$ cat config.mk
export PLATFORM = sky130hd
export DESIGN_NAME = ieee_to_flopoco_encoder
export DESIGN_NICKNAME = d
export VERILOG_FILES = /design/src/rtl/ieee_to_flopoco_encoder_pkg.sv /design/src/rtl/ieee_to_flopoco_encoder_rne_round.sv /design/src/rtl/ieee_to_flopoco_encoder.sv
export SDC_FILE = /design/constraint.sdc
export NUM_CORES = 1
export LEC_CHECK = 0
export BUFFER_PORTS_ARGS = -buffer_cell sky130_fd_sc_hd__buf_2
export CAP_MARGIN = 20
export CORE_UTILIZATION = 57
export CTS_BUF_LIST = sky130_fd_sc_hd__clkbuf_2
export DETAILED_ROUTE_END_ITERATION = 12
export GPL_ROUTABILITY_DRIVEN = 0
export PLACE_DENSITY = 0.85
export SLEW_MARGIN = 10
export SYNTH_ARGS = -nofsm -noshare
export SYNTH_HDL_FRONTEND = slang
export SYNTH_HIERARCHICAL = 1
export SYNTH_SLANG_ARGS = --single-unit
$ cat constraint.sdc
create_clock -name clk -period 8.57 [get_ports clk]
set_clock_uncertainty 0.2 [all_clocks]
set_input_delay 0.857 -clock clk [delete_from_list [all_inputs] [get_ports clk]]
set_output_delay 0.857 -clock clk [all_outputs]
set_load 0.05 [all_outputs]
$ cat src/rtl/ieee_to_flopoco_encoder_pkg.sv
// ieee_to_flopoco_encoder_pkg: shared FloPoCo format constants and exception codes
package ieee_to_flopoco_encoder_pkg;
  localparam int FP_WE = 11;
  localparam int FP_WF = 20;
  localparam int FP_IN_WF = 52;
  localparam int FP_BIAS = 1023;
  localparam int FP_W = FP_WE + FP_WF + 3;
  localparam int EXC_HI = FP_W - 1;
  localparam int EXC_LO = FP_W - 2;
  localparam int SIGN_BIT = FP_WE + FP_WF;
  localparam int EXP_HI = FP_WE + FP_WF - 1;
  localparam int EXP_LO = FP_WF;
  localparam int FRAC_HI = FP_WF - 1;
  localparam int FRAC_LO = 0;
  typedef enum logic [1:0] {
    EXC_ZERO = 2'b00,
    EXC_NORM = 2'b01,
    EXC_INF  = 2'b10,
    EXC_NAN  = 2'b11
  } exc_e;
endpackage

$ cat src/rtl/ieee_to_flopoco_encoder_rne_round.sv
// ieee_to_flopoco_encoder_rne_round: round-to-nearest-even of {exp,frac} with overflow detect
module ieee_to_flopoco_encoder_rne_round #(
  parameter int WE = 11,
  parameter int WF = 20
) (
  input  logic [WE+WF-1:0] ef,
  input  logic             guard,
  input  logic             sticky,
  output logic [WE+WF-1:0] rounded,
  output logic             overflow
);
  logic round_up;
  assign round_up = guard && (sticky || ef[0]);
  // a fraction carry ripples into the exponent through the single wide add
  assign rounded = ef + {{(WE+WF-1){1'b0}}, round_up};
  assign overflow = &rounded[WF +: WE];
endmodule

$ cat src/rtl/ieee_to_flopoco_encoder.sv
// ieee_to_flopoco_encoder: 2-stage binary64 to FloPoCo converter with RNE and event counters
module ieee_to_flopoco_encoder
  import ieee_to_flopoco_encoder_pkg::*;
#(
  parameter int WE = FP_WE,
  parameter int WF = FP_WF,
  parameter int IN_WF = FP_IN_WF,
  parameter int CNT_W = 16
) (
  input  logic               clk,
  input  logic               rst,
  input  logic               in_valid,
  output logic               in_ready,
  input  logic [WE+IN_WF:0]  in_data,
  output logic               out_valid,
  input  logic               out_ready,
  output logic [WE+WF+2:0]   out_data,
  output logic               out_inexact,
  input  logic               cnt_clear,
  output logic [CNT_W-1:0]   flush_cnt,
  output logic [CNT_W-1:0]   inexact_cnt
);
  localparam int GW = IN_WF - WF;
  localparam logic [CNT_W-1:0] CNT_MAX = '1;
  logic s1_valid, s2_valid, s1_adv, s2_adv, fire;
  logic s1_sign, s1_guard, s1_sticky, s1_flush, s2_flush;
  logic [WE-1:0] s1_exp, in_exp;
  logic [WF-1:0] s1_frac;
  logic [IN_WF-1:0] in_frac;
  logic in_zero_exp, in_frac_nz, norm, rnd_ovf, s2_inexact_n;
  exc_e s1_exc, in_exc, s2_exc_n;
  logic [WE+WF-1:0] rnd_ef, s2_ef_n;
  assign in_exp = in_data[IN_WF +: WE];
  assign in_frac = in_data[IN_WF-1:0];
  assign in_zero_exp = in_exp == '0;
  assign in_frac_nz = |in_frac;
  assign in_exc = in_zero_exp ? EXC_ZERO : (&in_exp) ? (in_frac_nz ? EXC_NAN : EXC_INF) : EXC_NORM;
  assign s2_adv = !s2_valid || out_ready;
  assign s1_adv = !s1_valid || s2_adv;
  assign in_ready = s1_adv;
  assign out_valid = s2_valid;
  assign fire = s2_valid && out_ready;
  ieee_to_flopoco_encoder_rne_round #(.WE(WE), .WF(WF)) u_rne_round (
    .ef({s1_exp, s1_frac}),
    .guard(s1_guard),
    .sticky(s1_sticky),
    .rounded(rnd_ef),
    .overflow(rnd_ovf)
  );
  assign norm = s1_exc == EXC_NORM;
  assign s2_exc_n = (norm && rnd_ovf) ? EXC_INF : s1_exc;
  assign s2_ef_n = (norm && !rnd_ovf) ? rnd_ef : '0;
  assign s2_inexact_n = s1_flush || (norm && (s1_guard || s1_sticky));
  always_ff @(posedge clk or posedge rst) begin
    if (rst) begin
      s1_valid <= 1'b0;
      s1_sign <= 1'b0;
      s1_exp <= '0;
      s1_frac <= '0;
      s1_guard <= 1'b0;
      s1_sticky <= 1'b0;
      s1_flush <= 1'b0;
      s1_exc <= EXC_ZERO;
      s2_valid <= 1'b0;
      s2_flush <= 1'b0;
      out_data <= '0;
      out_inexact <= 1'b0;
      flush_cnt <= '0;
      inexact_cnt <= '0;
    end else begin
      if (s1_adv) s1_valid <= in_valid;
      if (s1_adv && in_valid) begin
        s1_sign <= in_data[WE+IN_WF];
        s1_exp <= in_exp;
        s1_frac <= in_frac[IN_WF-1 -: WF];
        s1_guard <= in_frac[GW-1];
        s1_sticky <= |in_frac[GW-2:0];
        s1_flush <= in_zero_exp && in_frac_nz;
        s1_exc <= in_exc;
      end
      if (s2_adv) s2_valid <= s1_valid;
      if (s2_adv && s1_valid) begin
        out_data <= {s2_exc_n, s1_sign, s2_ef_n};
        out_inexact <= s2_inexact_n;
        s2_flush <= s1_flush;
      end
      flush_cnt <= cnt_clear ? '0 : (fire && s2_flush && flush_cnt != CNT_MAX) ? flush_cnt + 1'b1 : flush_cnt;
      inexact_cnt <= cnt_clear ? '0 : (fire && out_inexact && inexact_cnt != CNT_MAX) ? inexact_cnt + 1'b1 : inexact_cnt;
    end
  end
endmodule
==> qor.log, run 1 <==
[sta] minimum period implied by the final worst setup slack 3.40 ns
[layout] Area Growth Syn to Fin 16.7%
[cts] Max Root-Sink Buffers 2
[cts] depth of the CTS H-tree 3
[floorplan] height of the die 101 um
[setup_path] type of element capturing the critical path register
[status] run status finished, final reports clean
[placement] post-placement worst setup slack 5.25 ns
[power] reported leakage power 2.98 nW
[sta] Max-Slew Margin vs Limit 51.1%
[setup_path] required time at the endpoint of the critical path 8.87 ns
[min_path] type of the most critical hold path in2reg
[logic_synthesis] net count after synthesis 595
[logic_synthesis] total of flip-flops plus latches after synthesis 107
[logic_synthesis] share of synthesized flip-flops with an asynchronous set or reset 100%
[routing] detailed-route DRC error count 0
[setup_path] worst reg2reg startpoint s1_frac[0]$_DFFE_PP0P_
[placement] number of port buffers 137
[min_path] endpoint of the worst hold path s1_valid$_DFFE_PP0N_
[power] areal power density over the cells 189 mW/mm2
[floorplan] # IOs 138
[setup_path] reg2reg path depth 11
[job] max cap viols 0
[layout] ANT cells 0
[logic_synthesis] ranking of synthesized cells by area sky130_fd_sc_hd__dfrtp_1 48%, sky130_fd_sc_hd__mux2_2 8.7%, sky130_fd_sc_hd__a22o_1 4.9%, sky130_fd_sc_hd__nand4_1 2.7%, sky130_fd_sc_hd__nand2_1 2.6%
[routing] first-pass detailed-route iteration total 5
[setup_path] biggest fanout along the worst timing path 31
[sta] RSZ-0062 raised after global routing no
[logic_synthesis] area share of the largest cell type after synthesis 48.0%
[sta] worst hold slack after final layout 0.211 ns
[logic_synthesis] gate count of the mapped netlist 521
[layout] number of non-filler instances in the completed layout 786
[min_path] source of the worst hold timing path in_valid
[cts] TritonCTS Sinks 107
[sta] Hold Vio Cnt, Final 0
[layout] layout cells sized above 1 33.6%
[sta] part of the cycle the worst path needs 39.6%
[layout] flip-flop and latch area 0.00268 mm2
[sta] actual slew at the worst max-slew pin 0.723 ns
[cts] cell chosen for the clock root sky130_fd_sc_hd__clkbuf_2
[cts] clock transition time at the flip-flop clock pins of the worst setup and hold paths 0.35 ns
[setup_path] end of the worst register-to-register path out_data[0]$_DFFE_PP0P_
[floorplan] CORE AREA 0.00937 mm2
[logic_synthesis] Post-Syn Area 0.00557 mm2
[setup_path] critical path data arrival time 3.70 ns
[logic_synthesis] number of library cell types mapped by synthesis 62
[sta] final setup violation count 0
[global_route] via count of the first global-routing pass 4460
[layout] Post-layout nets 726
[routing] Detailed Route Iter0 Violations 282
[layout] area used by multi-input combinational logic 0.00276 mm2
[routing] remaining antenna violation count after routing 0
[routing] routed wire length 13.2 mm
[setup_path] FF-to-FF setup slack 5.17 ns
[cts] post-CTS setup buffer count 0
[global_route] initial antenna violation count 0
[sta] TNS Setup 0 ns
[sta] final setup slack of the worst path 5.17 ns
[global_route] aggregate global routing overflow 0
[logic_synthesis] Syn. warnings 6
[layout] Filler Cells Inserted 752
[min_path] Min-Delay Path Depth 2
[cts] number of buffers inserted for hold repair after clock tree synthesis 1
[routing] Via Count 4768
[cts] number of CTS-inserted buffers 9
[routing] average wire length per cell after detail routing 16.8 um
[floorplan] Die ar. 0.0102 mm2
[routing] vias per inst 6.07
[global_route] maximum number of pins on one net before global-route repair 82
[logic_synthesis] count of flip-flops with a built-in enable after synthesis 0
[sta] highest achievable clock rate 294 MHz
[power] VDD IR-drop max 123 uV
[cts] post-cts repair resize count 0
[placement] number of placed instances, taps included 768
[logic_synthesis] Synth Flop Type sky130_fd_sc_hd__dfrtp_1
[logic_synthesis] cell type with the largest total area after synthesis sky130_fd_sc_hd__dfrtp_1
[setup_path] startpoint type of the worst setup path register
[placement] post-detailed-placement half-perimeter wirelength 10.0 mm
[floorplan] effective utilization at floorplan 59.5%
[cts] clock network latency to the later pin of the worst-skew pair 0.62 ns
[global_route] global-route wire length before repair 21.8 mm
[sta] number of slew-limit violations in the final report 0
[logic_synthesis] share of the yosys chip area belonging to registers 48.0%
[cts] clock tree from TritonCTS built
[logic_synthesis] syn_area_per_cell 10.7 um2
[floorplan] horizontal die dimension 101 um
[setup_path] crit path kind reg2reg
[global_route] overall track demand over capacity in global routing 27.3%
[floorplan] floorplan row count 35
[per-stage QoR]
| stage | power [W] | util, % | instance area [um2] |
|---|---|---|---|
| floorplan | 0.000902 | - | 5570 |
| global placement | 0.00100 | 67.9 | 6360 |
| detailed placement | 0.00101 | 67.9 | 6360 |
| CTS | 0.00123 | 69.1 | 6470 |
| global route | 0.00128 | 69.4 | 6500 |
| finish | 0.00123 | 69.4 | 6500 |
[worst max path at each step]
stage / startpoint / endpoint / slack (ns)
5_1_grt: s1_frac[0]$_DFFE_PP0P_ / out_data[0]$_DFFE_PP0P_ / 4.97
3_5_place_dp: s1_frac[0]$_DFFE_PP0P_ / out_data[8]$_DFFE_PP0P_ / 5.25
6_report: s1_frac[0]$_DFFE_PP0P_ / out_data[0]$_DFFE_PP0P_ / 5.17
4_1_cts: s1_frac[0]$_DFFE_PP0P_ / out_data[0]$_DFFE_PP0P_ / 5.21
3_3_place_gp: s1_frac[0]$_DFFE_PP0P_ / out_data[9]$_DFFE_PP0P_ / 5.41
2_1_floorplan: rst / flush_cnt[0]$_DFFE_PP0P_ / 4.70
[Yosys cell counts (all sizes together), types with 10 or more instances]
| library cell | n |
|---|---|
| nor2b | 10 |
| clkbuf | 15 |
| a22o | 31 |
| nand4 | 27 |
| nand3 | 23 |
| o21ai | 10 |
| xor2 | 12 |
| mux2 | 43 |
| nor4 | 26 |
| nand2 | 38 |
| nor2 | 25 |
| a21oi | 12 |
| inv | 12 |
| and3 | 10 |
| xnor2 | 14 |
| dfrtp | 107 |
| nor3 | 11 |
[kinds of logic after synthesis]
family | Yosys count | synth area share [%]
DFF | 107 | 48.0
adders and majority gates | 5 | 1.12
AOI/OAI and AO/OA | 95 | 12.8
buffers and inverters | 35 | 2.65
xor gates and xnor gates | 26 | 4.09
muxes | 46 | 9.23
and+or+nand+nor | 207 | 22.1
[worst max-delay path, stage by stage (launching register included)]
cell	delay, ns
sky130_fd_sc_hd__dfrtp_1	0.49
sky130_fd_sc_hd__o21a_1	0.17
sky130_fd_sc_hd__ha_1	0.20
sky130_fd_sc_hd__ha_1	0.21
sky130_fd_sc_hd__and3_1	0.25
sky130_fd_sc_hd__and2_1	0.24
sky130_fd_sc_hd__nand4_1	0.12
sky130_fd_sc_hd__xnor2_1	0.21
sky130_fd_sc_hd__nor4bb_1	0.68
sky130_fd_sc_hd__nor4b_4	0.09
sky130_fd_sc_hd__buf_4	0.26
sky130_fd_sc_hd__a22o_1	0.21
[sequential cells by signal (all words and copies together), names as in the netlist]
register / cells
s1_sign: 1
s1_guard: 1
flush_cnt: 16
s1_exp: 11
s2_flush: 1
out_data: 34
s1_sticky: 1
s1_valid: 1
out_inexact: 1
s1_exc: 2
inexact_cnt: 16
s1_frac: 20
s1_flush: 1
out_valid: 1
[area by class of cell]
type	count	share of cell area (%)
Clock inverter	7	0.924
Multi-Input combinational cell	379	42.4
Tap cell	129	2.48
Clock buffer	9	0.693
Sequential cell	107	41.2
Timing Repair Buffer	143	11.6
Inverter	12	0.731
[layout by cell type (no fill, tap or decap), drive strengths merged, types with 8 or more instances in the layout]
master	netlist	routed
a21oi	12	12
nand4	27	27
nor2b	10	10
buf	8	142
nand2	38	38
or4	8	8
nor3	11	11
dfrtp	107	107
o21ai	10	10
xnor2	14	14
nor2	25	25
a22o	31	31
nor4	26	26
clkbuf	15	9
and3	10	10
nand3	23	23
inv	12	16
a211oi	8	8
mux2	43	43
xor2	12	12
[layer usage]
layer / share of wire (%) / global-route usage [%] / wire (um)
met3: 5.2 / 3.61 / 690
met4: 0.95 / 7.47 / 126
met2: 50 / 46.4 / 6620
met5: 0 / 0 / 0
met1: 44 / 36.9 / 5790
[power by group]
group	switching, W	total [W]	internal [W]
clock	0.000180	0.000224	0.0000447
combinational	0.000247	0.000367	0.000120
sequential	0.0000698	0.000641	0.000571
No activity file was read; power rests on OpenSTA's default activity.
==> run 2: changes to the inputs <==
- CORE_UTILIZATION: 57 -> 50
- PLACE_DENSITY: 0.85 -> 0.79
- clock period: 8.57 -> 3 ns (I/O delays scaled with it)
==> run 2 against run 1 <==
  * Critical path depth is 2 higher
  * Die area is 14% higher
  * Final area is 12% higher
  * Global-route usage is 0.44 points lower
  * Fmax is 14% higher
  * First-iteration DRC count is 58% higher
  * Combinational power grew to 3.3 times the previous value
  * Cell count is 10% higher
  * Critical endpoint is now out_data[2]$_DFFE_PP0P_
  * Largest cell class unchanged
==> qor.log, run 2 (same netlist as run 1, synthesis figures left out) <==
[status] run status finished, final reports clean
[setup_path] type of element capturing the critical path register
[cts] Max Root-Sink Buffers 2 [unchanged]
[global_route] via count of the first global-routing pass 4977 [+12%]
[layout] ANT cells 0 [unchanged]
[floorplan] floorplan row count 38 [+8.6%]
[floorplan] CORE AREA 0.0108 mm2 [+16%]
[routing] first-pass detailed-route iteration total 7 [+2]
[cts] number of CTS-inserted buffers 9 [unchanged]
[setup_path] ordered list of cells on the worst path o21a_1, ha_4, ha_4, and3_4, and2_2, nand4_1, xnor2_2, nor4bb_4, buf_4, nor4b_4, buf_4, buf_8, a22o_1
[power] VDD IR-drop max 397 uV [+220%]
[sta] Max-Slew Margin vs Limit 47.0% [-4.1 points]
[global_route] maximum number of pins on one net before global-route repair 55 [-33%]
[routing] Detailed Route Iter0 Violations 446 [+58%]
[routing] Via Count 5268 [+10%]
[power] areal power density over the cells 501 mW/mm2 [+160%]
[cts] cell chosen for the clock root sky130_fd_sc_hd__clkbuf_2
[layout] Post-layout nets 797 [+9.8%]
[sta] RSZ-0062 raised after global routing yes
[global_route] aggregate global routing overflow 0 [unchanged]
[routing] detailed-route DRC error count 0 [unchanged]
[sta] actual slew at the worst max-slew pin 0.793 ns [+0.0697 ns]
[layout] most common cell after layout, fill and taps aside sky130_fd_sc_hd__buf_2
[routing] routed wire length 16.1 mm [+22%]
[setup_path] cell at the slowest stage of the critical path sky130_fd_sc_hd__dfrtp_1
[sta] part of the cycle the worst path needs 99.1% [+59 points]
[sta] Hold Vio Cnt, Final 0 [unchanged]
[job] max cap viols 0 [unchanged]
[layout] number of non-filler instances in the completed layout 868 [+10%]
[layout] layout cells sized above 1 36.7% [+3.0 points]
[sta] minimum period implied by the final worst setup slack 2.97 ns [-0.425 ns]
[layout] max FFs per register 34 [unchanged]
[power] reported leakage power 3.36 nW [+13%]
[layout] largest registers out_data x34, s1_frac x20
[min_path] type of the most critical hold path in2reg
[setup_path] required time at the endpoint of the critical path 3.32 ns [-5.55 ns]
[setup_path] longest individual stage delay on the worst path 0.45 ns [-0.23 ns]
[routing] average wire length per cell after detail routing 18.5 um [+10%]
[floorplan] # IOs 138 [unchanged]
[setup_path] biggest fanout along the worst timing path 11 [-65%]
[layout] largest register by flop count out_data
[layout] Area Growth Syn to Fin 30.7%
[sta] final setup violation count 0 [unchanged]
[sta] number of slew-limit violations in the final report 0 [unchanged]
[sta] final setup slack of the worst path 0.0276 ns [-5.15 ns]
[cts] clock transition time at the flip-flop clock pins of the worst setup and hold paths 0.28 ns [-0.07 ns]
[setup_path] startpoint type of the worst setup path register
[floorplan] Die ar. 0.0116 mm2 [+14%]
[floorplan] effective utilization at floorplan 51.4% [-8.1 points]
[layout] top library cells by usage in the layout, fill and taps aside 137 x sky130_fd_sc_hd__buf_2, 103 x sky130_fd_sc_hd__dfrtp_1, 43 x sky130_fd_sc_hd__mux2_2, 43 x sky130_fd_sc_hd__dlygate4sd3_1, 37 x sky130_fd_sc_hd__nand2_1
[placement] number of port buffers 137 [unchanged]
[routing] vias per inst 6.07 [about the same]
[cts] TritonCTS Sinks 107 [unchanged]
[setup_path] crit path kind reg2reg
[routing] remaining antenna violation count after routing 0 [unchanged]
[placement] number of placed instances, taps included 790 [+2.9%]
[cts] clock tree from TritonCTS built
[global_route] global-route wire length before repair 24.2 mm [+11%]
[cts] depth of the CTS H-tree 3 [unchanged]
[global_route] overall track demand over capacity in global routing 26.8% [-0.44 points]
[placement] post-placement worst setup slack -0.0585 ns [-5.31 ns]
[power] total power consumption of the routed design 0.00365 W [+200%]
[setup_path] critical path data arrival time 3.30 ns [-0.40 ns]
[global_route] initial antenna violation count 0 [unchanged]
[cts] clock network latency to the later pin of the worst-skew pair 0.59 ns [-0.03 ns]
[floorplan] horizontal die dimension 108 um [+6.6%]
[placement] post-detailed-placement half-perimeter wirelength 10.6 mm [+5.9%]
[floorplan] height of the die 108 um [+6.6%]
[sta] highest achievable clock rate 336 MHz [+14%]
[run 2: changes by cell type in the layout (fill, tap and decap cells not counted), moves of 3 or more]
cell,previous run,this run
sky130_fd_sc_hd__buf_4,4,29
sky130_fd_sc_hd__nor4_1,22,19
sky130_fd_sc_hd__dlygate4sd3_1,1,43
sky130_fd_sc_hd__dfrtp_2,0,4
sky130_fd_sc_hd__dfrtp_1,107,103
[run 2: report_power, final]
group | internal (W) | total [W] | switching, W | leakage, nW
clock | 0.000115 | 0.000614 | 0.000499 | 0.0622
sequential | 0.00163 | 0.00182 | 0.000185 | 1.35
combinational | 0.000447 | 0.00122 | 0.000776 | 1.95
total | 0.00219 | 0.00365 | 0.00146 | 3.36
[run 2: final timing paths]
path | startpoint | end | slack, ns | cells after the start
min in group asynchronous | rst | flush_cnt[2]$_DFFE_PP0P_ | 0.13 | 3
min | in_data[29] | s1_exc[0]$_DFFE_PP0P_ | 0.04 | 5
min reg2reg | s1_valid$_DFFE_PP0N_ | out_valid$_DFFE_PP0P_ | 0.30 | 1
max in group asynchronous | rst | inexact_cnt[4]$_DFFE_PP0P_ | 1.67 | 4
max reg2reg | s1_sticky$_DFFE_PP0P_ | out_data[2]$_DFFE_PP0P_ | 0.03 | 13
max | s1_sticky$_DFFE_PP0P_ | out_data[2]$_DFFE_PP0P_ | 0.03 | 13
[run 2: critical path, delay by kind of cell, from the launching register on]
family | cells | cell delay (ns)
AND/OR/NAND/NOR | 5 | 0.93
AO/OA/AOI/OAI | 2 | 0.35
flip-flops | 1 | 0.45
buffers and inverters | 3 | 0.47
XOR/XNOR | 1 | 0.19
adder cells (fa/ha/maj) | 2 | 0.32
[run 2: final cells by class]
type | instances | area (um2)
clock buffer | 9 | 45.0
multi-input combinational | 379 | 2860
fill | 817 | 3550
tap | 140 | 175
sequential | 107 | 2680
timing repair buffer | 214 | 1430
clock inverter | 7 | 52.6
inverter | 12 | 48.8
[run 2: per-stage QoR]
| stage | cell area, um2 | TNS (ns) | hold slack, ns | util (%) |
|---|---|---|---|---|
| 2_1_floorplan | 5580 | 0 | 0.205 | - |
| 3_3_place_gp | 6480 | 0 | 0.259 | 59.8 |
| 3_5_place_dp | 6480 | -0.504 | 0.264 | 59.8 |
| 4_1_cts | 7060 | 0 | 0.00441 | 65.1 |
| 5_1_grt | 7290 | -1.15 | 0.0313 | 67.2 |
| 6_report | 7290 | 0 | 0.0351 | 67.2 |
[run 2: what timing repair did]
action	in CTS	in global routing
setup endpoints to repair	31	33
hold endpoints to repair	75	1
hold buffers	42	1
cloned	0	2
buffers inserted	4	13
pin swaps	0	9
gates resized for setup	9	15
[run 2: layer usage]
layer  vias to the layer above  track usage, %  part of all wire, %
met2                       262            47.8                   52
met5                         -               0                    0
met3                        47            5.08                  6.1
li1                       2388               -                    -
met1                      2571            32.8                   40
met4                         0            8.22                  2.5
==> run 3: changes to the inputs <==
- CORE_UTILIZATION: 50 -> 49
- PLACE_DENSITY: 0.79 -> 0.78
- SYNTH_HIERARCHICAL: 1 -> default
==> run 3 against run 2 <==
  * Combinational power fell by 18%
  * Total power decreased by 5.2%
  * Area after synthesis shrank 7.5%
  * Wire length down 17%
  * Register-to-register slack better by 0.08 ns
  * Global-route usage is 1.8 points lower
  * Core utilization down 2.8 points
  * Cell count is 5.2% lower
  * First-iteration DRC count down 42%
==> qor.log, run 3 <==
[floorplan] CORE AREA 0.0103 mm2 [-5.2%]
[logic_synthesis] ranking of synthesized cells by area sky130_fd_sc_hd__dfrtp_1 52%, sky130_fd_sc_hd__mux2_2 8.3%, sky130_fd_sc_hd__xor2_1 5.8%, sky130_fd_sc_hd__nand2_1 4.9%, sky130_fd_sc_hd__nor2_1 3.6%
[logic_synthesis] Post-Syn Area 0.00515 mm2 [-7.5%]
[sta] Max-Slew Margin vs Limit 55.0% [+8.0 points]
[placement] number of port buffers 137 [unchanged]
[sta] actual slew at the worst max-slew pin 0.673 ns [-0.120 ns]
[cts] number of CTS-inserted buffers 9 [unchanged]
[setup_path] FF-to-FF setup slack 0.10 ns [+0.08 ns]
[setup_path] cell at the slowest stage of the critical path sky130_fd_sc_hd__dfrtp_1
[layout] most common cell after layout, fill and taps aside sky130_fd_sc_hd__buf_2
[sta] part of the cycle the worst path needs 96.6% [-2.5 points]
[power] total power consumption of the routed design 0.00347 W [-5.2%]
[logic_synthesis] Syn. warnings 0 [-6]
[global_route] maximum number of pins on one net before global-route repair 79 [+44%]
[routing] vias per inst 5.52 [-9.1%]
[min_path] type of the most critical hold path in2reg
[setup_path] number of buffers and inverters on the critical path 1 [-2]
[placement] post-detailed-placement half-perimeter wirelength 9.24 mm [-13%]
[logic_synthesis] number of library cell types mapped by synthesis 39 [-37%]
[routing] detailed-route DRC error count 0 [unchanged]
[power] VDD IR-drop max 307 uV [-23%]
[routing] Detailed Route Iter0 Violations 260 [-42%]
[floorplan] effective utilization at floorplan 50.1% [-1.3 points]
[cts] Max Root-Sink Buffers 2 [unchanged]
[routing] remaining antenna violation count after routing 0 [unchanged]
[setup_path] ordered list of cells on the worst path and2_1, ha_2, and4_4, nand4_2, nor4_2, xnor2_1, nor4_2, buf_4, nand3_1, o31a_1
[setup_path] critical path data arrival time 3.18 ns [-0.12 ns]
[global_route] aggregate global routing overflow 0 [unchanged]
[sta] Hold Vio Cnt, Final 0 [unchanged]
[cts] clock transition time at the flip-flop clock pins of the worst setup and hold paths 0.28 ns [about the same]
[logic_synthesis] total of flip-flops plus latches after synthesis 107 [unchanged]
[min_path] Min-Delay Path Depth 5 [unchanged]
[logic_synthesis] share of synthesized flip-flops with an asynchronous set or reset 100% [unchanged]
[logic_synthesis] Post-synth top cells 107 x sky130_fd_sc_hd__dfrtp_1, 67 x sky130_fd_sc_hd__nand2_1, 50 x sky130_fd_sc_hd__nor2_1
[power] reported leakage power 3.02 nW [-10%]
[status] run status finished, final reports clean
[power] areal power density over the cells 523 mW/mm2 [+4.3%]
[logic_synthesis] gate count of the mapped netlist 496 [-4.8%]
[setup_path] reg2reg path depth 10 [-3]
[floorplan] horizontal die dimension 105 um [-2.8%]
[logic_synthesis] net count after synthesis 568 [-4.5%]
[sta] highest achievable clock rate 345 MHz [+2.6%]
[layout] ANT cells 0 [unchanged]
[setup_path] Levels on crit path 10 [-3]
[setup_path] delay-heaviest family, CP simple AND/OR/NAND/NOR gates
[layout] largest register by flop count out_data
[logic_synthesis] area share of the largest cell type after synthesis 52.0% [+3.9 points]
[layout] layout cells sized above 1 31.6% [-5.1 points]
[floorplan] floorplan row count 37 [-2.6%]
[layout] largest registers out_data x34, s1_frac x20
[routing] routed wire length 13.4 mm [-17%]
[cts] clock network latency to the later pin of the worst-skew pair 0.58 ns [about the same]
[global_route] overall track demand over capacity in global routing 25.0% [-1.8 points]
[layout] top library cells by usage in the layout, fill and taps aside 137 x sky130_fd_sc_hd__buf_2, 107 x sky130_fd_sc_hd__dfrtp_1, 67 x sky130_fd_sc_hd__nand2_1
[setup_path] longest individual stage delay on the worst path 0.45 ns [about the same]
[setup_path] startpoint type of the worst setup path register
[global_route] via count of the first global-routing pass 4606 [-7.5%]
[global_route] global-route wire length before repair 21.7 mm [-10%]
[job] max cap viols 0 [unchanged]
[cts] clock tree from TritonCTS built
[logic_synthesis] cell type with the largest total area after synthesis sky130_fd_sc_hd__dfrtp_1
[layout] Area Growth Syn to Fin 28.6%
[floorplan] Die ar. 0.0109 mm2 [-5.6%]
[logic_synthesis] most numerous cell in the Yosys netlist sky130_fd_sc_hd__dfrtp_1
[layout] Post-layout nets 755 [-5.3%]
[logic_synthesis] syn_area_per_cell 10.4 um2 [-2.9%]
[floorplan] # IOs 138 [unchanged]
[sta] final setup violation count 0 [unchanged]
[logic_synthesis] Synth Flop Type sky130_fd_sc_hd__dfrtp_1
[setup_path] required time at the endpoint of the critical path 3.28 ns [-0.04 ns]
[logic_synthesis] count of flip-flops with a built-in enable after synthesis 0 [unchanged]
[sta] TNS Setup 0 ns [unchanged]
[logic_synthesis] share of the yosys chip area belonging to registers 52.0% [+3.9 points]
[global_route] initial antenna violation count 0 [unchanged]
[setup_path] type of element capturing the critical path register
[cts] depth of the CTS H-tree 3 [unchanged]
[floorplan] height of the die 105 um [-2.8%]
[setup_path] crit path kind reg2reg
[sta] number of slew-limit violations in the final report 0 [unchanged]
[cts] cell chosen for the clock root sky130_fd_sc_hd__clkbuf_2
[routing] first-pass detailed-route iteration total 6 [-1]
[routing] average wire length per cell after detail routing 16.2 um [-12%]
[cts] TritonCTS Sinks 107 [unchanged]
[layout] max FFs per register 34 [unchanged]
[routing] Via Count 4542 [-14%]
[setup_path] CP most frequent cell sky130_fd_sc_hd__nor4_2
[sta] minimum period implied by the final worst setup slack 2.90 ns [-0.0757 ns]
[setup_path] biggest fanout along the worst timing path 4 [-7]
-- run 3: path summary, 6_finish.rpt --
kind                                         start                        end
max in group asynchronous                      rst    out_inexact$_DFFE_PP0P_
hold reg to reg            out_data[5]$_DFFE_PP0P_    out_data[5]$_DFFE_PP0P_
setup / recovery            s1_frac[0]$_DFFE_PP0P_   out_data[32]$_DFFE_PP0P_
hold / removal                         in_data[29]       s1_flush$_DFFE_PP0P_
setup reg to reg            s1_frac[0]$_DFFE_PP0P_   out_data[32]$_DFFE_PP0P_
min in group asynchronous                      rst  flush_cnt[14]$_DFFE_PP0P_
-- run 3: repair_timing --
item	CTS	global route
pin swaps	0	2
gates cloned	0	0
gates resized for setup	1	6
hold endpoints to repair	84	0
setup buffers	0	1
setup endpoints to repair	8	33
hold buffers	44	0
-- run 3: cell type report --
class,count,area [um2]
inverter,3,15.0
fill,818,3650
clock inverter,6,73.8
clock buffer,9,45.0
multi-input combinational,372,2420
tap,136,170
timing repair buffer,190,1220
sequential,107,2680
-- run 3: logic make-up (layout without fill, tap and decap cells) --
family	count (synthesis)	count (layout)	synth area share (%)
AO/OA/AOI/OAI	49	49	5.71
XOR/XNOR	55	55	9.35
adder cells (fa/ha/maj)	3	3	0.728
buffers and inverters	17	208	1.72
flip-flops	107	107	52.0
multiplexers	41	41	8.89
AND/OR/NAND/NOR	224	224	21.7
-- run 3: metal layers --
metal	GRT usage [%]	part of all wire [%]
met5	0	0
met4	9.69	2.1
met3	3.43	5.8
met2	44.4	51
met1	30.9	41
-- run 3: where the power goes --
group / internal (W) / leakage, nW / switching (W)
Clock: 0.000200 / 0.0729 / 0.000492
Combinational: 0.000328 / 1.58 / 0.000675
Sequential: 0.00161 / 1.36 / 0.000156
Total: 0.00214 / 3.02 / 0.00132
-- run 3: stage by stage --
stage / cell area (um2) / cells / utilization (%) / hold slack [ns] / worst slack (ns)
after floorplan: 5160 / 496 / - / 0.163 / 0.321
after global placement: 6020 / 763 / 58.6 / 0.222 / 0.264
after detailed placement: 6020 / 763 / 58.6 / 0.229 / 0.0710
after CTS: 6590 / 822 / 64.1 / 0.0366 / 0.0525
after global routing: 6630 / 823 / 64.5 / 0.0513 / -0.00646
final: 6630 / 823 / 64.5 / 0.0891 / 0.103
-- run 3: worst register-to-register path, delay by kind of cell, from the launching register on --
family	cells	cell delay, ns
and+or+nand+nor	6	1.35
DFF	1	0.45
AOI/OAI and AO/OA	1	0.30
adders and majority gates	1	0.21
buffers and inverters	1	0.17
xor gates and xnor gates	1	0.14
